===== config.mk =====
export PLATFORM = sky130hd
export DESIGN_NAME = uart_tx_arbiter
export DESIGN_NICKNAME = d
export VERILOG_FILES = /design/src/rtl/uart_tx_arb_pkg.sv /design/src/rtl/uart_tx_arbiter_rr_picker.sv /design/src/rtl/uart_tx_arbiter.sv
export SDC_FILE = /design/constraint.sdc
export NUM_CORES = 1
export LEC_CHECK = 0
export ABC_AREA = 1
export CAP_MARGIN = 25
export CELL_PAD_IN_SITES_DETAIL_PLACEMENT = 1
export CELL_PAD_IN_SITES_GLOBAL_PLACEMENT = 1
export CORE_ASPECT_RATIO = 2
export CORE_UTILIZATION = 32
export DETAILED_ROUTE_END_ITERATION = 12
export PLACE_DENSITY_LB_ADDON = 0.1
export SLEW_MARGIN = 40
export SYNTH_ARGS = -nofsm -noshare
export SYNTH_HDL_FRONTEND = slang
export SYNTH_SLANG_ARGS = --single-unit

===== constraint.sdc =====
create_clock -name clock -period 6.53 [get_ports clock]
set_clock_uncertainty 0.15 [all_clocks]
set_input_delay 0.653 -clock clock [delete_from_list [all_inputs] [get_ports clock]]
set_output_delay 0.653 -clock clock [all_outputs]
set_load 0.1 [all_outputs]

===== src/rtl/uart_tx_arb_pkg.sv =====
// -----------------------------------------------------------------------------
// uart_tx_arb_pkg
// Shared types and helpers for the uart_tx round-robin arbiter.
//   arb_state_e : sequencing states of the arbiter (ARB, ISSUE, BUSY)
//   rr_pick_t   : result of a round-robin search (any valid + winner index)
//   rr_pick()   : round-robin winner search over a valid vector, starting
//                 just above the last-served pointer and wrapping
// -----------------------------------------------------------------------------
package uart_tx_arb_pkg;

    // Widest supported requester count; the search is written for this size
    // and narrower instances zero-extend into it.
    localparam int MAX_REQ = 16;
    localparam int IDX_W   = 4;

    typedef enum logic [1:0] {
        ST_ARB   = 2'd0,
        ST_ISSUE = 2'd1,
        ST_BUSY  = 2'd2
    } arb_state_e;

    typedef struct packed {
        logic             any;
        logic [IDX_W-1:0] idx;
    } rr_pick_t;

    // First valid index searching ptr+1, ptr+2, ... modulo num_req.
    // The pointer itself is visited last, so the last-served requester
    // only wins again when nobody else is asking.
    function automatic rr_pick_t rr_pick(input logic [MAX_REQ-1:0] valid,
                                         input logic [IDX_W-1:0]   ptr,
                                         input int                 num_req);
        rr_pick_t res;
        int       cand;
        res = '0;
        for (int k = 1; k <= MAX_REQ; k++) begin
            cand = int'(ptr) + k;
            if (cand >= num_req) begin
                cand = cand - num_req;
            end
            if ((k <= num_req) && !res.any && valid[cand[IDX_W-1:0]]) begin
                res.any = 1'b1;
                res.idx = cand[IDX_W-1:0];
            end
        end
        return res;
    endfunction

endpackage


===== src/rtl/uart_tx_arbiter_rr_picker.sv =====
// -----------------------------------------------------------------------------
// rr_picker
// Combinational round-robin picker.
//   valid     in  NUM_REQ  candidate requesters
//   ptr       in  ID_W     index served last (search starts at ptr+1)
//   winner    out ID_W     chosen index (don't-care when any_valid=0)
//   any_valid out 1        at least one candidate is valid
// -----------------------------------------------------------------------------
module rr_picker
    import uart_tx_arb_pkg::*;
#(
    parameter int NUM_REQ = 4,
    parameter int ID_W    = $clog2(NUM_REQ)
) (
    input  logic [NUM_REQ-1:0] valid,
    input  logic [ID_W-1:0]    ptr,
    output logic [ID_W-1:0]    winner,
    output logic               any_valid
);

    rr_pick_t           pick;
    logic [MAX_REQ-1:0] valid_ext;
    logic [IDX_W-1:0]   ptr_ext;

    // NOTE: every signal assigned in always_comb gets a value on every path
    //       (here unconditionally), otherwise synthesis infers a latch.
    always_comb begin
        valid_ext = MAX_REQ'(valid);
        ptr_ext   = IDX_W'(ptr);
        pick      = rr_pick(valid_ext, ptr_ext, NUM_REQ);
        winner    = ID_W'(pick.idx);
        any_valid = pick.any;
    end

endmodule


===== src/rtl/uart_tx_arbiter.sv =====
// -----------------------------------------------------------------------------
// uart_tx_arbiter
// Shares one uart_tx between NUM_REQ word sources with round-robin
// arbitration. A winning word is latched, offered to the transmitter with
// tx_send until the transmitter drops tx_ready (word accepted), and the
// arbiter then waits for tx_ready to return before arbitrating again.
//
// Ports:
//   clock, resetn         clock, asynchronous active-low reset
//   req_valid [NUM_REQ]   requester i has a word pending
//   req_data  [NUM_REQ*W] word of requester i at [i*WIDTH +: WIDTH]
//   req_last  [NUM_REQ]   last word of a packet (packet-lock build only)
//   req_ack   [NUM_REQ]   one-cycle pulse: word of requester i taken
//   tx_data   [WIDTH]     to uart_tx data
//   tx_send               to uart_tx can_send_next_word
//   tx_ready              from uart_tx ready
//   grant_id  [ID_W]      requester currently or last served
//   busy                  high whenever the arbiter is not in ARB
//
// Build option:
//   UART_TX_ARB_PACKET_LOCK_EN  when defined, a requester that is granted a
//   word with req_last=0 keeps the grant until its req_last=1 word is taken.
//   When undefined, req_last is ignored and every word is arbitrated alone.
// -----------------------------------------------------------------------------
module uart_tx_arbiter
    import uart_tx_arb_pkg::*;
#(
    parameter int NUM_REQ = 4,
    parameter int WIDTH   = 8,
    parameter int ID_W    = $clog2(NUM_REQ)
) (
    input  logic                     clock,
    input  logic                     resetn,
    input  logic [NUM_REQ-1:0]       req_valid,
    input  logic [NUM_REQ*WIDTH-1:0] req_data,
    input  logic [NUM_REQ-1:0]       req_last,
    output logic [NUM_REQ-1:0]       req_ack,
    output logic [WIDTH-1:0]         tx_data,
    output logic                     tx_send,
    input  logic                     tx_ready,
    output logic [ID_W-1:0]          grant_id,
    output logic                     busy
);

    arb_state_e         state_q, state_d;
    logic [WIDTH-1:0]   tx_data_q, tx_data_d;
    logic               tx_send_q, tx_send_d;
    logic [NUM_REQ-1:0] req_ack_q, req_ack_d;
    logic [ID_W-1:0]    grant_id_q, grant_id_d;
    logic [ID_W-1:0]    ptr_q, ptr_d;
    logic               busy_q, busy_d;

    logic [NUM_REQ-1:0] cand_valid;
    logic [ID_W-1:0]    winner;
    logic               any_valid;
    logic               grant_fire;
    logic [WIDTH-1:0]   winner_data;

    // Acceptance is only ever looked for in ISSUE, so a tx_ready dip while
    // sitting in ARB just blocks the grant for that cycle.
    assign grant_fire = (state_q == ST_ARB) && tx_ready && any_valid;

`ifdef UART_TX_ARB_PACKET_LOCK_EN
    logic lock_q, lock_d;
    logic winner_last;

    // While locked only the current owner may be picked. The pointer equals
    // grant_id here, so the search reaches the owner after a full wrap.
    assign cand_valid = lock_q ? (req_valid & (NUM_REQ'(1) << grant_id_q))
                               : req_valid;

    always_comb begin
        winner_last = 1'b0;
        for (int i = 0; i < NUM_REQ; i++) begin
            if (winner == ID_W'(i)) begin
                winner_last = req_last[i];
            end
        end
    end

    // Each granted word re-decides the lock: a non-last word holds it,
    // the last word of the packet releases it.
    always_comb begin
        lock_d = lock_q;
        if (grant_fire) begin
            lock_d = !winner_last;
        end
    end

    always_ff @(posedge clock or negedge resetn) begin
        if (!resetn) begin
            lock_q <= 1'b0;
        end else begin
            lock_q <= lock_d;
        end
    end
`else
    logic unused_req_last;

    assign cand_valid      = req_valid;
    assign unused_req_last = ^req_last;
`endif

    rr_picker #(
        .NUM_REQ (NUM_REQ),
        .ID_W    (ID_W)
    ) u_rr_picker (
        .valid     (cand_valid),
        .ptr       (ptr_q),
        .winner    (winner),
        .any_valid (any_valid)
    );

    // Constant-slice mux keeps the part-select width obvious to lint.
    always_comb begin
        winner_data = '0;
        for (int i = 0; i < NUM_REQ; i++) begin
            if (winner == ID_W'(i)) begin
                winner_data = req_data[i*WIDTH +: WIDTH];
            end
        end
    end

    always_comb begin
        state_d    = state_q;
        tx_data_d  = tx_data_q;
        tx_send_d  = tx_send_q;
        req_ack_d  = '0;
        grant_id_d = grant_id_q;
        ptr_d      = ptr_q;

        unique case (state_q)
            ST_ARB: begin
                tx_send_d = 1'b0;
                if (grant_fire) begin
                    tx_data_d         = winner_data;
                    tx_send_d         = 1'b1;
                    req_ack_d[winner] = 1'b1;
                    grant_id_d        = winner;
                    ptr_d             = winner;
                    state_d           = ST_ISSUE;
                end
            end
            ST_ISSUE: begin
                // tx_ready falling is the transmitter latching our word;
                // no timeout, it may be finishing a previous stop bit.
                if (!tx_ready) begin
                    tx_send_d = 1'b0;
                    state_d   = ST_BUSY;
                end
            end
            ST_BUSY: begin
                if (tx_ready) begin
                    state_d = ST_ARB;
                end
            end
            default: begin
                tx_send_d = 1'b0;
                state_d   = ST_ARB;
            end
        endcase

        busy_d = (state_d != ST_ARB);
    end

    // NOTE: sequential state uses non-blocking assignments so every flop
    //       samples the pre-edge values, independent of statement order.
    // NOTE: every flop here is control or output state and gets a defined
    //       reset value; a mid-frame reset simply abandons the word.
    always_ff @(posedge clock or negedge resetn) begin
        if (!resetn) begin
            state_q    <= ST_ARB;
            tx_data_q  <= '0;
            tx_send_q  <= 1'b0;
            req_ack_q  <= '0;
            grant_id_q <= '0;
            ptr_q      <= ID_W'(NUM_REQ - 1);
            busy_q     <= 1'b0;
        end else begin
            state_q    <= state_d;
            tx_data_q  <= tx_data_d;
            tx_send_q  <= tx_send_d;
            req_ack_q  <= req_ack_d;
            grant_id_q <= grant_id_d;
            ptr_q      <= ptr_d;
            busy_q     <= busy_d;
        end
    end

    assign tx_data  = tx_data_q;
    assign tx_send  = tx_send_q;
    assign req_ack  = req_ack_q;
    assign grant_id = grant_id_q;
    assign busy     = busy_q;

endmodule


==> flow_metrics.env <==
export IMPL_status="finished, final reports clean"
export IMPL_synth_area_leaders="dfrtp_1 (33%), nand2_1 (12%), nand3_1 (11%)"
export IMPL_timing_fmax_mhz=357
export IMPL_setup_viol=0
export IMPL_place_inst=280
export IMPL_routed_wl_mm=3.85
export IMPL_synth_nets=226
export IMPL_dp_final_hpwl_mm=3.32
export IMPL_nets=281
export IMPL_area_growth_pct=40.1
export IMPL_syn_mean_instance_area_um2=7.70
export IMPL_cts_tree="yes"
export IMPL_gp_congestion=0.755
export IMPL_async_reset_ff_frac=1.00
export IMPL_core_um2=4090
export IMPL_die_x_um=48.3
export IMPL_via_per_inst=4.92
export IMPL_grt_util_all_layers=0.190
export IMPL_drt_pass1_iterations=4
export IMPL_place_port_buffers=54
export IMPL_std_cell_rows=33
export IMPL_netlist_area_um2=1370
export IMPL_grt_pass1_wl_mm=6.34
export IMPL_yosysTopAreaCellShare=0.328
export IMPL_rsz0062_at_grt="no"
export IMPL_fin_crit_sh=0.429
export IMPL_yosysWarnings=0
export IMPL_finalSetupTns_ns=0
export IMPL_cts_resized=0
export IMPL_clk_latency_ns=0.25
export IMPL_die_y_um=94.6
export IMPL_layout_cells_non_filler=284
export IMPL_fin_hold_ws_ns=0.186
export IMPL_num_antenna_cells=0
export IMPL_grt_max_degree=21
export IMPL_antenna_found_initial=0
export IMPL_cts_root_buffer="clkbuf_8"
export IMPL_syn_instance_count=178
export IMPL_hold_path_class="in -> async"
export IMPL_worstPathArrival_ns=2.80
export IMPL_start_util=0.335
export IMPL_finalMaxSlewViolations=0
export IMPL_drc=0
export IMPL_via_count=1396
export IMPL_drv_cap=0
export IMPL_wire_per_inst_um=13.5
export IMPL_holdBufCountCts=0
export IMPL_timing_slew_headroom=0.677
export IMPL_drt_antenna_violating_nets=0
export IMPL_ys_types=26
export IMPL_path_clk_slew_ns=0.07
export IMPL_fin_area_um2=1920
export IMPL_clockBufferDepth=2
export IMPL_criticalPathCategory="reg -> reg"
export IMPL_layout_min_cycle_time_ns=2.80
export IMPL_finalHoldViolCount=0
export IMPL_worst_slew_pin_slew_ns=0.488
export IMPL_drtIter0Drc=14
export IMPL_dieArea_um2=4570
export IMPL_synth_top_area_cell="dfrtp_1"
export IMPL_drive_gt1_frac=0.198
export IMPL_path_max_fanout=17
export IMPL_grt_pass1_vias=1523
export IMPL_yosys_most_used_dff="dfrtp_1"
export IMPL_end_kind="flip-flop"
export IMPL_cts_setup_buffers=0
export IMPL_cts_sinks=20
export IMPL_synth_seq_cells=20
export IMPL_placed_area_um2=1850
export IMPL_gr_total_overflow=0
export IMPL_startpoint_type="flip-flop"
export IMPL_seq_area_frac_synth=0.367
export IMPL_io_pins=59
export IMPL_required_ns=6.53
export IMPL_cts_buffers_inserted=3
export IMPL_synth_edff_count=0
export IMPL_h_tree_depth=1
metal layers:
layer | GRT usage | up-vias | wire (µm)
li1 | - | 693 | -
met3 | 0.0191 | 4 | 117
met4 | 0.0486 | 0 | 47
met2 | 0.389 | 44 | 2410
met1 | 0.171 | 655 | 1270
met5 | 0 | - | 0
cell usage after synthesis, types with 3 or more instances:
library cell / instances
buf_6: 3
dfrtp_1: 18
ha_1: 5
inv_1: 14
inv_2: 4
nand2_1: 43
nand2_2: 3
nand3_1: 31
nand3_2: 7
nand3_4: 3
nand4_1: 6
nor2_1: 19
o21ai_1: 3
layout make-up:
class                           count  area, µm²
Multi-Input combinational cell    135        753
Inverter                           19       73.8
Clock inverter                      1       30.0
Clock buffer                        3       41.3
Tap cell                           52       65.1
Timing Repair Buffer               54        455
Sequential cell                    20        503
Fill cell                         505       2170
layout by cell type (no fill, tap or decap), drive strengths merged:
cell,netlist,final
o211ai,2,2
nand4,6,6
nor3,2,2
nand3,41,41
nor2,21,21
clkbuf,0,3
dfrtp,18,18
dfstp,2,2
nor3b,1,1
nand2,48,48
a21oi,1,1
ha,5,5
clkdlybuf4s50,0,37
buf,4,17
bufinv,0,1
or2,2,2
o21ai,6,6
inv,19,19
sequential cells by signal (all words and copies together), names as in the netlist:
signal    flops
grant_id      2
ptr_q         2
state_q       2
req_ack       4
tx_data       8
busy          1
tx_send       1
path summary, 6_finish.rpt:
path / startpoint / endpoint / slack [ns] / cells after the start
max reg2reg: ptr_q[0] / tx_data[7] / 3.73 / 13
max in group asynchronous: resetn / ptr_q[1] / 5.71 / 1
min reg2reg: tx_data[6] / tx_data[6] / 0.33 / 2
max: ptr_q[0] / tx_data[7] / 3.73 / 13
min: resetn / busy / 0.19 / 1
min in group clock: tx_data[6] / tx_data[6] / 0.33 / 2
per-stage QoR:
step	util	setup WS, ns
floorplan	-	4.17
global placement	0.474	3.72
detailed placement	0.453	3.66
CTS	0.470	3.69
global route	0.470	3.53
finish	0.470	3.73
logic make-up after synthesis:
kind of cell	Yosys count	share of synthesized area
DFF	20	0.367
buffers and inverters	23	0.0839
adders and majority gates	5	0.0456
AOI/OAI and AO/OA	9	0.0392
and+or+nand+nor	121	0.464
worst max-delay path: stages, from the launching register on:
cell and delay, ns:
dfstp_2 0.63, inv_2 0.13, ha_1 0.38, inv_1 0.15, nand3_2 0.11, nand3_4 0.10
nand3_1 0.09, or2_1 0.25, nand3_2 0.21, inv_2 0.18, o21ai_1 0.12, inv_1 0.05
nand2_1 0.08, nand2_1 0.05
Power is not shown: default switching activity piles up to over one toggle a cycle in this logic, so the estimate is an artifact.
